### src/rtl/stream_capture_mux.sv
// Multi-channel stream capture: per-channel FIFOs drained round-robin into framed OUT_W-wide beats.
// Optional macro CAPTURE_BACKPRESSURE_EN drives ch_full_n from FIFO occupancy instead of tying it high.
module stream_capture_mux #(
  parameter int NUM_CH = 2,
  parameter int DATA_W = 32,
  parameter int DEPTH  = 16,
  parameter int OUT_W  = 4
) (
  input  logic                     ap_clk,
  input  logic                     ap_rst,
  input  logic [NUM_CH-1:0]        ch_write,
  input  logic [NUM_CH*DATA_W-1:0] ch_din,
  output logic [NUM_CH-1:0]        ch_full_n,
  output logic [OUT_W-1:0]         data_out,
  output logic                     data_valid,
  output logic                     data_sof,
  output logic                     probe_out
);

  localparam int BEATS  = DATA_W / OUT_W;
  localparam int PTR_W  = (DEPTH > 1) ? $clog2(DEPTH) : 1;
  localparam int CNT_W  = PTR_W + 1;
  localparam int CH_W   = (NUM_CH > 1) ? $clog2(NUM_CH) : 1;
  localparam int BCNT_W = (BEATS > 1) ? $clog2(BEATS) : 1;

  typedef enum logic [1:0] {IDLE, HDR, DATA} state_t;

  logic [NUM_CH-1:0]             nonempty;
  logic [NUM_CH-1:0]             full;
  logic [NUM_CH-1:0]             wr_acc;
  logic [NUM_CH-1:0]             wr_rej;
  logic [NUM_CH-1:0]             pop;
  logic [NUM_CH-1:0][DATA_W-1:0] head;

  // Stage p0: per-channel FIFOs; full is judged on the registered count, before any pop.
  for (genvar i = 0; i < NUM_CH; i++) begin : g_ch
    logic [DATA_W-1:0] mem [DEPTH];
    logic [PTR_W-1:0]  wr_ptr;
    logic [PTR_W-1:0]  rd_ptr;
    logic [CNT_W-1:0]  cnt;
    logic [CNT_W-1:0]  cnt_nxt;

    assign full[i]     = (cnt == CNT_W'(DEPTH));
    assign nonempty[i] = (cnt != '0);
    assign wr_acc[i]   = ch_write[i] & ~full[i];
    assign wr_rej[i]   = ch_write[i] & full[i];
    assign head[i]     = mem[rd_ptr];

    always_comb begin
      cnt_nxt = cnt;
      if (wr_acc[i] && !pop[i]) begin
        cnt_nxt = cnt + 1'b1;
      end else if (!wr_acc[i] && pop[i]) begin
        cnt_nxt = cnt - 1'b1;
      end
    end

    always_ff @(posedge ap_clk) begin
      if (ap_rst) begin
        wr_ptr <= '0;
        rd_ptr <= '0;
        cnt    <= '0;
      end else begin
        if (wr_acc[i]) wr_ptr <= wr_ptr + 1'b1;
        if (pop[i])    rd_ptr <= rd_ptr + 1'b1;
        cnt <= cnt_nxt;
      end
    end

    always_ff @(posedge ap_clk) begin
      if (wr_acc[i]) mem[wr_ptr] <= ch_din[i*DATA_W +: DATA_W];
    end

`ifdef CAPTURE_BACKPRESSURE_EN
    logic full_n_q;
    always_ff @(posedge ap_clk) begin
      if (ap_rst) full_n_q <= 1'b1;
      else        full_n_q <= (cnt_nxt != CNT_W'(DEPTH));
    end
    assign ch_full_n[i] = full_n_q;
`else
    assign ch_full_n[i] = 1'b1;
`endif
  end

  // Round-robin pick: first non-empty channel after the one served last.
  logic [CH_W-1:0] last_ch;
  logic [CH_W-1:0] sel;
  logic [CH_W-1:0] cand;
  logic            found;

  always_comb begin
    found = 1'b0;
    sel   = last_ch;
    cand  = '0;
    for (int k = 1; k <= NUM_CH; k++) begin
      cand = CH_W'((int'(last_ch) + k) % NUM_CH);
      if (!found && nonempty[cand]) begin
        found = 1'b1;
        sel   = cand;
      end
    end
  end

  // Stage p1: framing FSM and shift register feeding the registered pin outputs.
  state_t            state, state_nxt;
  logic [CH_W-1:0]   last_ch_nxt;
  logic [CH_W-1:0]   chan_p1, chan_nxt;
  logic [DATA_W-1:0] shreg_p1, shreg_nxt;
  logic [BCNT_W-1:0] beat_p1, beat_nxt;
  logic [OUT_W-1:0]  dout_nxt;
  logic              vld_nxt;
  logic              sof_nxt;

  always_comb begin
    state_nxt   = state;
    last_ch_nxt = last_ch;
    chan_nxt    = chan_p1;
    shreg_nxt   = shreg_p1;
    beat_nxt    = beat_p1;
    dout_nxt    = '0;
    vld_nxt     = 1'b0;
    sof_nxt     = 1'b0;
    pop         = '0;
    case (state)
      IDLE: begin
        if (found) begin
          pop[sel]    = 1'b1;
          shreg_nxt   = head[sel];
          chan_nxt    = sel;
          last_ch_nxt = sel;
          state_nxt   = HDR;
        end
      end
      HDR: begin
        dout_nxt  = OUT_W'(chan_p1);
        vld_nxt   = 1'b1;
        sof_nxt   = 1'b1;
        beat_nxt  = '0;
        state_nxt = DATA;
      end
      DATA: begin
        dout_nxt  = shreg_p1[DATA_W-1 -: OUT_W];
        vld_nxt   = 1'b1;
        shreg_nxt = shreg_p1 << OUT_W;
        beat_nxt  = beat_p1 + 1'b1;
        if (beat_p1 == BCNT_W'(BEATS - 1)) state_nxt = IDLE;
      end
      default: state_nxt = IDLE;
    endcase
  end

  always_ff @(posedge ap_clk) begin
    if (ap_rst) begin
      state      <= IDLE;
      last_ch    <= CH_W'(NUM_CH - 1);
      beat_p1    <= '0;
      data_out   <= '0;
      data_valid <= 1'b0;
      data_sof   <= 1'b0;
      probe_out  <= 1'b0;
    end else begin
      state      <= state_nxt;
      last_ch    <= last_ch_nxt;
      beat_p1    <= beat_nxt;
      data_out   <= dout_nxt;
      data_valid <= vld_nxt;
      data_sof   <= sof_nxt;
      if (|wr_rej) probe_out <= 1'b1;
    end
  end

  always_ff @(posedge ap_clk) begin
    chan_p1  <= chan_nxt;
    shreg_p1 <= shreg_nxt;
  end

endmodule

### config.mk
export PLATFORM = sky130hd
export DESIGN_NAME = stream_capture_mux
export DESIGN_NICKNAME = d
export VERILOG_FILES = /design/src/rtl/stream_capture_mux.sv
export SDC_FILE = /design/constraint.sdc
export NUM_CORES = 1
export LEC_CHECK = 0
export ABC_AREA = 1
export BUFFER_PORTS_ARGS = -buffer_cell sky130_fd_sc_hd__buf_2
export CAP_MARGIN = 25
export CORE_MARGIN = 1.5
export CORE_UTILIZATION = 45
export CTS_BUF_LIST = sky130_fd_sc_hd__clkbuf_8 sky130_fd_sc_hd__clkbuf_16
export DETAILED_ROUTE_END_ITERATION = 8
export GPL_TIMING_DRIVEN = 0
export PLACE_DENSITY = 0.69
export SETUP_SLACK_MARGIN = 0.02
export SYNTH_ARGS = -nofsm -noshare
export SYNTH_HDL_FRONTEND = slang
export SYNTH_SLANG_ARGS = --single-unit
### constraint.sdc
create_clock -name ap_clk -period 5.07 [get_ports ap_clk]
set_input_delay 1.014 -clock ap_clk [delete_from_list [all_inputs] [get_ports ap_clk]]
set_output_delay 1.014 -clock ap_clk [all_outputs]
set_load 0.05 [all_outputs]
==> run_summary.xml <==
<?xml version="1.0" encoding="UTF-8"?>
<metrics>
  <group name="outcome">
    <metric name="run_status" unit="">finished, final reports clean</metric>
  </group>
  <group name="critical_path">
    <metric name="critPathRequiredTime" unit="ns">5.68</metric>
    <metric name="timing.critical_path.fanout_max" unit="">9</metric>
    <metric name="worst_setup_path_start_kind" unit="">flip-flop</metric>
    <metric name="critPathCaptureType" unit="">flip-flop</metric>
    <metric name="data_arrival_time_at_the_worst_slack_endpoint" unit="ns">3.72</metric>
    <metric name="startpoint_to_endpoint_class_of_the_critical_path" unit="">flip-flop to flip-flop</metric>
    <metric name="cp-startpoint" unit="">g_ch[0].cnt[2]</metric>
    <metric name="worst_reg2reg_path_startpoint" unit="">g_ch[0].cnt[2]</metric>
  </group>
  <group name="cells_and_area">
    <metric name="fillCellCount" unit="">8241</metric>
    <metric name="nets" unit="">4368</metric>
    <metric name="area_growth" unit="%">14.6</metric>
    <metric name="final_layout_size_suffix_gt1_frac" unit="">0.103</metric>
    <metric name="finish.instance_area" unit="mm2">0.0522</metric>
    <metric name="final_cell_mix" unit="">sky130_fd_sc_hd__nand2_1, sky130_fd_sc_hd__edfxtp_1, sky130_fd_sc_hd__nand3_1, sky130_fd_sc_hd__inv_1, sky130_fd_sc_hd__buf_2</metric>
    <metric name="leading_cell_type_in_the_layout_fill_and_taps_excluded" unit="">sky130_fd_sc_hd__nand2_1</metric>
  </group>
  <group name="synthesis">
    <metric name="synth_enable_flop_cells" unit="">1057</metric>
    <metric name="synth_top_cell_by_area" unit="">sky130_fd_sc_hd__edfxtp_1</metric>
    <metric name="yosys.area_share.adder" unit="">0.00802</metric>
    <metric name="multiplexer_fraction_of_the_synthesized_cell_area" unit="">0</metric>
    <metric name="synth_largest_type_area_fraction" unit="">0.697</metric>
    <metric name="main_combinational_cell_family_by_area_after_synthesis" unit="">simple AND/OR/NAND/NOR gates</metric>
    <metric name="post_synth_xor_area_fraction" unit="">0.00231</metric>
    <metric name="dominantRegCellSynth" unit="">sky130_fd_sc_hd__edfxtp_1</metric>
    <metric name="yosys-top-cells-area" unit="">sky130_fd_sc_hd__edfxtp_1, sky130_fd_sc_hd__nand2_1, sky130_fd_sc_hd__nand3_1</metric>
    <metric name="sequential_to_total_area_share_from_yosys_stat" unit="">0.717</metric>
    <metric name="synth_area" unit="mm2">0.0456</metric>
    <metric name="synthSimpleGateAreaFrac" unit="">0.209</metric>
    <metric name="postSynth.asyncResetShare" unit="">0</metric>
    <metric name="ys_seq_elements" unit="">1104</metric>
    <metric name="synth_compound_gate_area_share" unit="">0.0154</metric>
    <metric name="synth.yosys.warnings" unit="">0</metric>
    <metric name="postSynthCellCount" unit="">4054</metric>
    <metric name="synth_area_per_cell" unit="um2">11.2</metric>
    <metric name="synth_cell_type_count" unit="">32</metric>
  </group>
  <group name="global_route">
    <metric name="vias_in_the_first_global_route" unit="">29851</metric>
    <metric name="grt_pass1_wl" unit="um">180000</metric>
    <metric name="grt_start_max_net_pins" unit="">32</metric>
    <metric name="globalRouteOverflowTotal" unit="">0</metric>
    <metric name="initial_antenna_violation_count" unit="">8</metric>
    <metric name="grt.total_usage" unit="">0.234</metric>
  </group>
  <group name="placement">
    <metric name="portBuffers" unit="">73</metric>
    <metric name="worst_slack_at_placement" unit="ns">2.03</metric>
    <metric name="post-dp-hpwl" unit="um">82200</metric>
    <metric name="gpl.final_weighted_congestion" unit="">0.840</metric>
    <metric name="placement.cell_area" unit="mm2">0.0486</metric>
  </group>
  <group name="run">
    <metric name="number_of_max_capacitance_violations_reported" unit="">0</metric>
  </group>
  <group name="pwr">
    <metric name="pwr_dens" unit="mW/mm2">513</metric>
    <metric name="power.ir.vdd_worst" unit="mV">0.380</metric>
    <metric name="power.leakage" unit="uW">0.0201</metric>
    <metric name="power" unit="uW">26800</metric>
  </group>
  <group name="route">
    <metric name="detail_route.drc_violations" unit="">0</metric>
    <metric name="vias_per_cell" unit="">5.40</metric>
    <metric name="drt_pre_antenna_iters" unit="">6</metric>
    <metric name="drt-wirelength-per-cell" unit="um">21.4</metric>
    <metric name="ant_nets" unit="">0</metric>
    <metric name="post_detailed_routing_wire_length" unit="um">122000</metric>
    <metric name="detailedRoute.firstIterationViolations" unit="">3950</metric>
    <metric name="dr_total_vias" unit="">30575</metric>
  </group>
  <group name="hold_path">
    <metric name="timing.hold.worst.class" unit="">flip-flop to flip-flop</metric>
    <metric name="worst_hold_startpoint" unit="">beat_p1[1]</metric>
  </group>
  <group name="clocking">
    <metric name="post_cts_resize_count" unit="">0</metric>
    <metric name="clock-sinks" unit="">1104</metric>
    <metric name="post_cts_buffers" unit="">0</metric>
    <metric name="cts_hold_buf" unit="">0</metric>
    <metric name="clkTransAtPathRegs" unit="ns">0.06</metric>
    <metric name="cts-htree-levels" unit="">3</metric>
    <metric name="worstSkewPairLatency" unit="ns">0.69</metric>
    <metric name="cts_tree" unit="">built</metric>
    <metric name="clk_root_buffer_cell" unit="">sky130_fd_sc_hd__clkbuf_16</metric>
    <metric name="cts-root-to-sink-buffers" unit="">3</metric>
    <metric name="numCtsBuffers" unit="">109</metric>
  </group>
  <group name="sta">
    <metric name="max_freq" unit="MHz">321</metric>
    <metric name="setup_viol" unit="">0</metric>
    <metric name="timing.final.hold_violations" unit="">0</metric>
    <metric name="worst_hold_slack" unit="ns">0.471</metric>
    <metric name="post-route-period-util" unit="">0.614</metric>
    <metric name="timing.max_slew.rel_slack" unit="">0.331</metric>
    <metric name="report.final.slew_viol_count" unit="">0</metric>
    <metric name="finClkSkew" unit="ns">0.0206</metric>
    <metric name="worstMarginPinSlew" unit="ns">1.00</metric>
    <metric name="rsz0062_at_grt" unit="">false</metric>
    <metric name="post-route-min-period" unit="ns">3.11</metric>
    <metric name="worst_slack" unit="ns">1.96</metric>
  </group>
  <group name="floorplan">
    <metric name="die_h" unit="um">321</metric>
    <metric name="design.portCount" unit="">77</metric>
    <metric name="floorplan.die.width" unit="um">321</metric>
    <metric name="placement_rows" unit="">116</metric>
    <metric name="core_region_area" unit="mm2">0.100</metric>
    <metric name="initial_core_util" unit="">0.455</metric>
    <metric name="die-area" unit="mm2">0.103</metric>
  </group>
</metrics>
## cell usage after synthesis (3+ instances only)
cell type                     n
sky130_fd_sc_hd__edfxtp_1  1057
sky130_fd_sc_hd__dfxtp_1     47
sky130_fd_sc_hd__clkbuf_1    54
sky130_fd_sc_hd__buf_4       26
sky130_fd_sc_hd__nand4_1      3
sky130_fd_sc_hd__ha_1        26
sky130_fd_sc_hd__nor2_1     153
sky130_fd_sc_hd__buf_1       26
sky130_fd_sc_hd__o21ai_0     70
sky130_fd_sc_hd__nand3_1    772
sky130_fd_sc_hd__o211ai_1    18
sky130_fd_sc_hd__buf_2      120
sky130_fd_sc_hd__a21oi_1     29
sky130_fd_sc_hd__inv_2        6
sky130_fd_sc_hd__nand2_1   1334
sky130_fd_sc_hd__inv_1      281
sky130_fd_sc_hd__xor2_1       6
sky130_fd_sc_hd__o22ai_1      3
sky130_fd_sc_hd__xnor2_1      6
## per-stage QoR
step | TNS [ns] | std cells | utilization
6_report | 0 | 5667 | 0.521
5_1_grt | 0 | 5664 | 0.521
4_1_cts | 0 | 5664 | 0.521
3_5_place_dp | 0 | 5459 | 0.485
3_3_place_gp | -0.307 | 5426 | 0.475
2_1_floorplan | 0 | 4055 | -
## cell families after synthesis
kind of cell,count (synthesis)
flops,1104
buf+inv,517
compound gates,126
simple gates,2266
other cells,1
xor+xnor,12
fa+ha+maj,28
## cell type report
type / count / area [um2] / share of cell area
Sequential cell: 1104 / 32700 / 0.626
Multi-Input combinational cell: 2434 / 10900 / 0.209
Clock buffer: 116 / 2880 / 0.0552
Tap cell: 1298 / 1620 / 0.0311
Timing Repair Buffer: 106 / 1170 / 0.0224
Inverter: 291 / 1100 / 0.0210
Buffer: 226 / 1100 / 0.0210
Clock inverter: 89 / 709 / 0.0136
Antenna cell: 3 / 7.51 / 0.000144
## flip-flops by register name, summed over array words and instances (netlist names), named ones only
signal       cells
g_ch.cnt        10
g_ch.rd_ptr      8
state            2
last_ch          1
shreg_p1        32
g_ch.wr_ptr      8
data_out         4
data_valid       1
probe_out        1
beat_p1          3
data_sof         1
g_ch.mem      1024
chan_p1          1
## power breakdown
group / leakage [uW] / internal [uW] / switching, uW / total [uW]
registers: 0.00996 / 10600 / 149 / 10700
logic: 0.00826 / 2190 / 5800 / 7990
clock network: 0.00185 / 4640 / 3410 / 8050
total: 0.0201 / 17400 / 9360 / 26800
## worst max-delay path, cell delays in order (launching register included)
cell and delay [ns]:
sky130_fd_sc_hd__dfxtp_1 0.35, sky130_fd_sc_hd__nor2_1 0.18, sky130_fd_sc_hd__nand4_2 0.14, sky130_fd_sc_hd__o21ai_4 0.59
sky130_fd_sc_hd__inv_2 0.24, sky130_fd_sc_hd__nand2_1 0.24, sky130_fd_sc_hd__ha_1 0.26, sky130_fd_sc_hd__inv_1 0.12
sky130_fd_sc_hd__ha_1 0.33, sky130_fd_sc_hd__nand2_1 0.06, sky130_fd_sc_hd__o21ai_0 0.20, sky130_fd_sc_hd__xor2_1 0.16
sky130_fd_sc_hd__nand2_1 0.06, sky130_fd_sc_hd__a21oi_1 0.11
## worst paths after layout
path                     to  slack (ns)  cells past startpoint
min reg2reg      beat_p1[1]        0.47                      2
min              beat_p1[1]        0.47                      2
max reg2reg  g_ch[0].cnt[4]        1.96                     13
max          g_ch[0].cnt[4]        1.96                     13
## per-layer routing
| metal | track usage | wire [um] | vias to the layer above |
|---|---|---|---|
| met4 | 0.0925 | 4800 | 12 |
| met2 | 0.405 | 60100 | 1501 |
| met5 | 0 | 79 | - |
| li1 | - | - | 14264 |
| met3 | 0.0468 | 11300 | 303 |
| met1 | 0.288 | 45200 | 14495 |
(Power assumes the default switching activity.)
